[config.mk]
export PLATFORM = sky130hd
export DESIGN_NAME = pipelined_cla_addsub
export DESIGN_NICKNAME = d
export VERILOG_FILES = /design/src/rtl/pipelined_cla_addsub.sv
export SDC_FILE = /design/constraint.sdc
export NUM_CORES = 1
export LEC_CHECK = 0
export ABC_AREA = 1
export CAP_MARGIN = 20
export CORE_MARGIN = 4
export CORE_UTILIZATION = 60
export CTS_CLUSTER_DIAMETER = 200
export DETAILED_ROUTE_END_ITERATION = 8
export PLACE_DENSITY = 0.85
export SETUP_SLACK_MARGIN = 0.5
export SLEW_MARGIN = 20
export SYNTH_ARGS = -nofsm -noshare
export SYNTH_HDL_FRONTEND = slang
export SYNTH_SLANG_ARGS = --single-unit
[constraint.sdc]
create_clock -name clk -period 3.5 [get_ports clk]
set_input_delay 0.35 -clock clk [delete_from_list [all_inputs] [get_ports clk]]
set_output_delay 0.35 -clock clk [all_outputs]
set_load 0.01 [all_outputs]
[src/rtl/pipelined_cla_addsub.sv]
// pipelined_cla_addsub: segmented carry-lookahead add/subtract with an elastic valid/ready pipeline
module pipelined_cla_addsub #(
  parameter int N = 32,
  parameter int STAGES = 4
) (
  input  logic         clk,
  input  logic         rst_n,
  input  logic         in_valid,
  output logic         in_ready,
  input  logic         op,
  input  logic [N-1:0] a,
  input  logic [N-1:0] b,
  input  logic         cin,
  output logic         out_valid,
  input  logic         out_ready,
  output logic [N-1:0] sum,
  output logic         cout,
  output logic         ovf,
  output logic         zero,
  output logic         neg
);
  localparam int SEG = N / STAGES;
  localparam int L = STAGES - 1;

  logic [STAGES-1:0] v_q, v_in, ld;
  logic [N-1:0]      w_q [STAGES];
  logic [N-1:0]      w_d [STAGES];
  logic [N-1:0]      x_q [STAGES];
  logic [N-1:0]      x_d [STAGES];
  logic              c_q [STAGES];
  logic              c_d [STAGES];
  logic              o_q [STAGES];
  logic              o_d [STAGES];

  // Flat sum-of-products lookahead: every carry is formed directly from g/p and the segment carry-in.
  // Returns {carry out, carry into MSB, sum bits}.
  function automatic logic [SEG+1:0] cla(input logic [SEG-1:0] x, input logic [SEG-1:0] y, input logic ci);
    logic [SEG-1:0] g, p;
    logic [SEG:0]   c;
    logic           t;
    g = x & y;
    p = x ^ y;
    for (int i = 0; i <= SEG; i++) begin
      c[i] = ci;
      for (int j = 0; j < i; j++) c[i] = c[i] & p[j];
      for (int j = 0; j < i; j++) begin
        t = g[j];
        for (int m = j + 1; m < i; m++) t = t & p[m];
        c[i] = c[i] | t;
      end
    end
    return {c[SEG], c[SEG-1], p ^ c[SEG-1:0]};
  endfunction

  // Stage k finishes segment k: w carries a's unprocessed bits above the completed sum bits,
  // x carries b already inverted for subtract, c is the carry handed to the next segment.
  genvar i;
  for (i = 0; i < STAGES; i++) begin : g_stg
    logic [N-1:0]   wi, xi;
    logic           ci;
    logic [SEG+1:0] r;
    if (i == 0) begin : g_head
      assign v_in[i] = in_valid;
      assign wi = a;
      assign xi = op ? ~b : b;
      assign ci = cin ^ op;
    end else begin : g_body
      assign v_in[i] = v_q[i-1];
      assign wi = w_q[i-1];
      assign xi = x_q[i-1];
      assign ci = c_q[i-1];
    end
    assign r = cla(wi[i*SEG +: SEG], xi[i*SEG +: SEG], ci);
    assign w_d[i] = (wi & ~(N'({SEG{1'b1}}) << (i*SEG))) | (N'(r[SEG-1:0]) << (i*SEG));
    assign x_d[i] = xi;
    assign c_d[i] = r[SEG+1];
    assign o_d[i] = r[SEG+1] ^ r[SEG];
  end

  // A stage may load when it or any later stage is empty, or the output is being taken.
  always_comb begin
    ld = '0;
    for (int k = 0; k < STAGES; k++) ld[k] = out_ready | (|(~v_q >> k));
  end

  // Stage registers: hold while blocked, otherwise take the upstream beat or a bubble.
  always_ff @(posedge clk or negedge rst_n) begin
    if (!rst_n) begin
      v_q <= '0;
      for (int k = 0; k < STAGES; k++) begin
        w_q[k] <= '0;
        x_q[k] <= '0;
        c_q[k] <= 1'b0;
        o_q[k] <= 1'b0;
      end
    end else begin
      for (int k = 0; k < STAGES; k++) begin
        if (ld[k]) begin
          v_q[k] <= v_in[k];
          if (v_in[k]) begin
            w_q[k] <= w_d[k];
            x_q[k] <= x_d[k];
            c_q[k] <= c_d[k];
            o_q[k] <= o_d[k];
          end
        end
      end
    end
  end

  assign in_ready  = ld[0];
  assign out_valid = v_q[L];
  assign sum       = w_q[L];
  assign cout      = c_q[L];
  assign ovf       = o_q[L];
  assign zero      = ~|w_q[L];
  assign neg       = w_q[L][N-1];
endmodule
## Word level (Yosys, flattened, before mapping)

Cells that the tools add are included.

| word-level totals | value |
|---|---|
| flip-flop bits (word level) | 233 |
| input bits | 70 |
| output and inout port bits | 38 |
| logic and storage cells | 338 |

| cells by class | value |
|---|---|
| mux-type cells | 1 |
| bitwise logic cells | 312 |
| reductions and logical operators | 9 |

Operator list:

| operator | number |
|---|---|
| $or A1 B1 Y1 | 148 |
| $and A1 B1 Y1 | 144 |
| $xor A8 B8 Y8 | 8 |
| $and A8 B8 Y8 | 4 |
| $mux W32 | 1 |
| $not A32 Y32 | 1 |
| $or A24 B32 Y32 | 1 |
| $or A32 B16 Y32 | 1 |
| $or A32 B24 Y32 | 1 |
| $or A32 B8 Y32 | 1 |
| $reduce_or A32 Y1 | 1 |
| $reduce_and A2 Y1 | 4 |
| $not A4 Y4 | 1 |
| $reduce_or A4 Y1 | 1 |
| $reduce_or A3 Y1 | 1 |
| $reduce_or A2 Y1 | 1 |
| $xor A1 B1 Y1 | 2 |
| $logic_not A1 Y1 | 1 |

## Depth between registers and ports, before layout

| depth | value |
|---|---|
| depth in word-level cells | 19 |
| gate-level depth with buffers | 16 |
| depth with buffers taken out | 16 |

## Worst setup path after synthesis

Ideal clock, no wire load.

| path | value |
|---|---|
| kind | in2reg |
| start point | input op |
| end point | register w_q (netlist bit g_stg[1].wi[5]) |
| data arrival time | 2.394 ns |
| setup slack | 0.980 ns |
| stages on the path | 13 |
| path through | clkbuf_1 buf_2 xnor2_1 inv_1 ha_1 ha_1 nand3_1 nand3_1 o21ai_0 nand2_1 a21oi_1 xor2_1 o21ai_0 |

| on the way | value |
|---|---|
| cells in the longest elaborated chain, start to end | 14 |
| elaborated cells between the ends (all ways) | 26 |
| classes of those cells | mux: 1; bitwise: 25 |

RTL lines:

| what | line | RTL |
|---|---|---|
| start: declaration | 10 | `input logic op,` |
| $mux W32 | 65 | `assign xi = op ? ~b : b;` |
| $xor A8 B8 Y8 | 42 | `p = x ^ y;` |
| $and A1 B1 Y1 (5 in series) | 45 | `for (int j = 0; j < i; j++) c[i] = c[i] & p[j];` |
| $or A1 B1 Y1 (5 in series) | 49 | `c[i] = c[i] \| t;` |
| $xor A8 B8 Y8 (*) | 52 | `return {c[SEG], c[SEG-1], p ^ c[SEG-1:0]};` |
| $or A32 B8 Y32 (*) | 74 | `assign w_d[i] = (wi & ~(N'({SEG{1'b1}}) << (i*SEG))) \| (N'(r[SEG-1:0]) << (i*SEG));` |
| end signal: indexed assignment | 101 | `w_q[k] <= w_d[k];` |
| end: declaration | 26 | `logic [N-1:0] w_q [STAGES];` |

Mark *: on every way between the ends. The rest lies on a longest branch, timed or not.
A chain may end at the register's enable or synchronous reset.

## Worst setup path in the final report

| path | value |
|---|---|
| start point | register w_q (netlist bit sum[9]) |
| end point | output zero |

| on the way | value |
|---|---|
| cells in the longest elaborated chain, start to end | 2 |

RTL lines:

| what | line | RTL |
|---|---|---|
| $reduce_or A32 Y1 | 116 | `assign zero = ~\|w_q[L];` |
| $logic_not A1 Y1 | 116 |  |
| end: declaration | 19 | `output logic zero,` |

Every way passes these cells.

==> metrics.txt <==
status=complete, no violations; cell area power density=just under 700 nW/um^2; startpoint types=flip-flop; DIE AREA=~17000 um^2; count of cell types in the netlist=30; Antenna diodes=0; Critical Path AT=about 2.2 ns; TritonCTS Buffers=17; CP endpoint kind=primary output; Layout area overhead=19.95%; Sinks on Clock Net=185; die width=approximately 130 um; Antenna Nets Post-Route=0; vias in the first global route=~6300; kind of critical path=reg -> out; crit path max fanout=3; Synth Net Count=between 1000 and 1500; worst min path class=in -> reg; Post-Syn Area per Cell=~8.6 um^2; IO Count=108; commonest non-fill, non-tap cell in the layout=nand2_1; Synth Register Bits=185; Iter 0 DRT Violations=between 500 and 600; Max Root-Sink Buffers=2; Yosys warnings=0; layout cells sized above 1=0.04505; sequential share of the synthesized area=0.5300; leading cell types in the layout, fill and taps excluded=nand2_1 (337), dfrtp_1 (185), o21ai_0 (122); final wirelength=approximately 18000 um; area of the multi-input gates=about 3500 um^2; clock latency at the later pin of the worst-skew pair=0.43 ns; Post-CTS Setup Inserts=0; ys flop type=dfrtp_1; R2R setup slack=roughly 1.4 ns; Core Rows=between 40 and 50; TritonCTS clock tree=yes; final slew viol count=0; Fin. Hold Viols=0; worst vdd ir=roughly 380 uV; GPL Wtd Cong=0.8850; cell area after synthesis=roughly 8700 um^2; Pleak=around 5.1 nW; final global-route overflow total=0; clock root buffer=clkbuf_16; fin cells=around 1300; Filler Cell Count=between 900 and 1000; fin crit share=0.7138; Post-synth ARST share=1.000; Post-Place Cells=around 1300; Routed WL per cell=13.60 um; drt pass-1 iters=5; DP HPWL=12130 um; Mapped Cells=between 1000 and 1500; number of port buffers=about 110; clk_skew=~0.0064 ns; Final min period=2.498 ns; chip height=128.7 um; # setup viols final=0; via count=6765; Worst slew margin=0.4431; max-cap violations=0; starting density of the core=0.6220; number of synthesized flops with an enable pin=0; Core Area=14040 um^2; H-tree depth=4; Worst Tran Pin Value=roughly 0.83 ns; Worst-path clk slew=approximately 0.060 ns; Final TNS setup=0 ns; unrepaired setup endpoints after global routing=false; global-route wire length before repair=between 20000 and 30000 um; register area=approximately 4600 um^2; Max Freq=400.3 MHz; nets=roughly 1200; initial antenna violation count=0; via-per-instance ratio=approximately 5.2; Tot GR Track Use=0.2237; largest net degree at the start of global routing=between 80 and 90; Crit path required time=roughly 3.2 ns; DRC Markers=0
-- critical path, cell delays in order (launching register included) --
cell and delay (ns):
dfrtp_1 0.40, nor4_1 0.42, nand4_1 0.19, nor3_1 0.16, clkdlybuf4s50_1 0.56
-- timing repair --
action / CTS / global route
hold endpoints to repair: 4 / 0
hold buffers: 1 / 0
resized for setup: 0 / 0
setup endpoints to repair: 0 / 0
-- final timing paths --
path,start,endpoint,cells past startpoint
max,sum[9]$_DFFE_PN0P_,zero,4
min,a[29],g_stg[1].wi[29]$_DFFE_PN0P_,3
max reg2reg,v_q[3]$_DFFE_PN0N_,g_stg[1].wi[2]$_DFFE_PN0P_,9
min reg2reg,g_stg[1].wi[27]$_DFFE_PN0P_,g_stg[1].wi[27]$_DFFE_PN0P_,2
max in group asynchronous,rst_n,g_stg[3].wi[0]$_DFFE_PN0P_,3
min in group asynchronous,rst_n,g_stg[1].xi[12]$_DFFE_PN0P_,2
-- registers in the layout, indices dropped and copies added (netlist names) --
name	count
cout	1
v_q	4
ovf	1
sum	32
g_stg.xi	48
g_stg.wi	96
g_stg.ci	3
-- report_power, final --
group	internal, mW	switching (mW)
Sequential	2.78	0.391
Clock	1.12	0.754
Combinational	0.974	1.22
-- cell usage after synthesis, types with 2 or more instances --
cell type | number | area (um^2)
a21oi_1 | 4 | 20.02
buf_2 | 19 | 95.09
buf_6 | 2 | 22.52
clkbuf_1 | 26 | 97.59
dfrtp_1 | 185 | 4629
fa_1 | 4 | 80.08
ha_1 | 36 | 450.4
inv_1 | 92 | 345.3
inv_2 | 4 | 15.01
nand2_1 | 337 | 1265
nand3_1 | 39 | 195.2
nand3b_1 | 2 | 15.01
nand4_1 | 24 | 150.1
nor2_1 | 45 | 168.9
nor2_4 | 2 | 22.52
nor2_8 | 2 | 40.04
nor3_1 | 5 | 25.02
nor4_1 | 6 | 37.54
o21ai_0 | 122 | 610.6
o21ai_1 | 2 | 10.01
o22ai_1 | 4 | 25.02
o31ai_1 | 2 | 15.01
xnor2_1 | 23 | 201.4
xor2_1 | 18 | 157.7
-- cell type report --
cell class,count,share of cell area
timing repair buffer,117,0.1105
sequential,185,0.4418
clock buffer,23,0.04657
inverter,97,0.03487
tap,180,0.02150
multi-input combinational,681,0.3359
clock inverter,7,0.008837
-- metal layers --
layer	track usage	part of all wire	vias to the layer above
met5	0	0	-
met2	0.3357	0.45	201
met1	0.3244	0.47	3144
met4	0.06980	0.017	0
li1	-	-	3392
met3	0.05687	0.060	28
-- through the flow --
step | total power [mW] | util | hold WS [ns] | instance area [um^2] | worst slack (ns)
finish | 7.241 | 0.7461 | 0.4552 | 10480 | 1.002
detailed placement | 5.364 | 0.7041 | 0.4576 | 9887 | 0.8093
CTS | 7.276 | 0.7461 | 0.4439 | 10480 | 0.9154
global placement | 5.257 | 0.7041 | 0.4553 | 9887 | 0.9132
floorplan | 4.476 | - | 0.05441 | 8735 | 0.9801
global route | 7.729 | 0.7461 | 0.4548 | 10480 | 0.8508
-- cells by family after synthesis --
kind of cell	count (synthesis)	share of synthesized area
adder cells (fa/ha/maj)	40	0.06074
buffers and inverters	145	0.06732
AND/OR/NAND/NOR	464	0.2213
AO/OA/AOI/OAI	136	0.07950
XOR/XNOR	41	0.04111
flip-flops	185	0.5300
(Power assumes the default switching activity.)
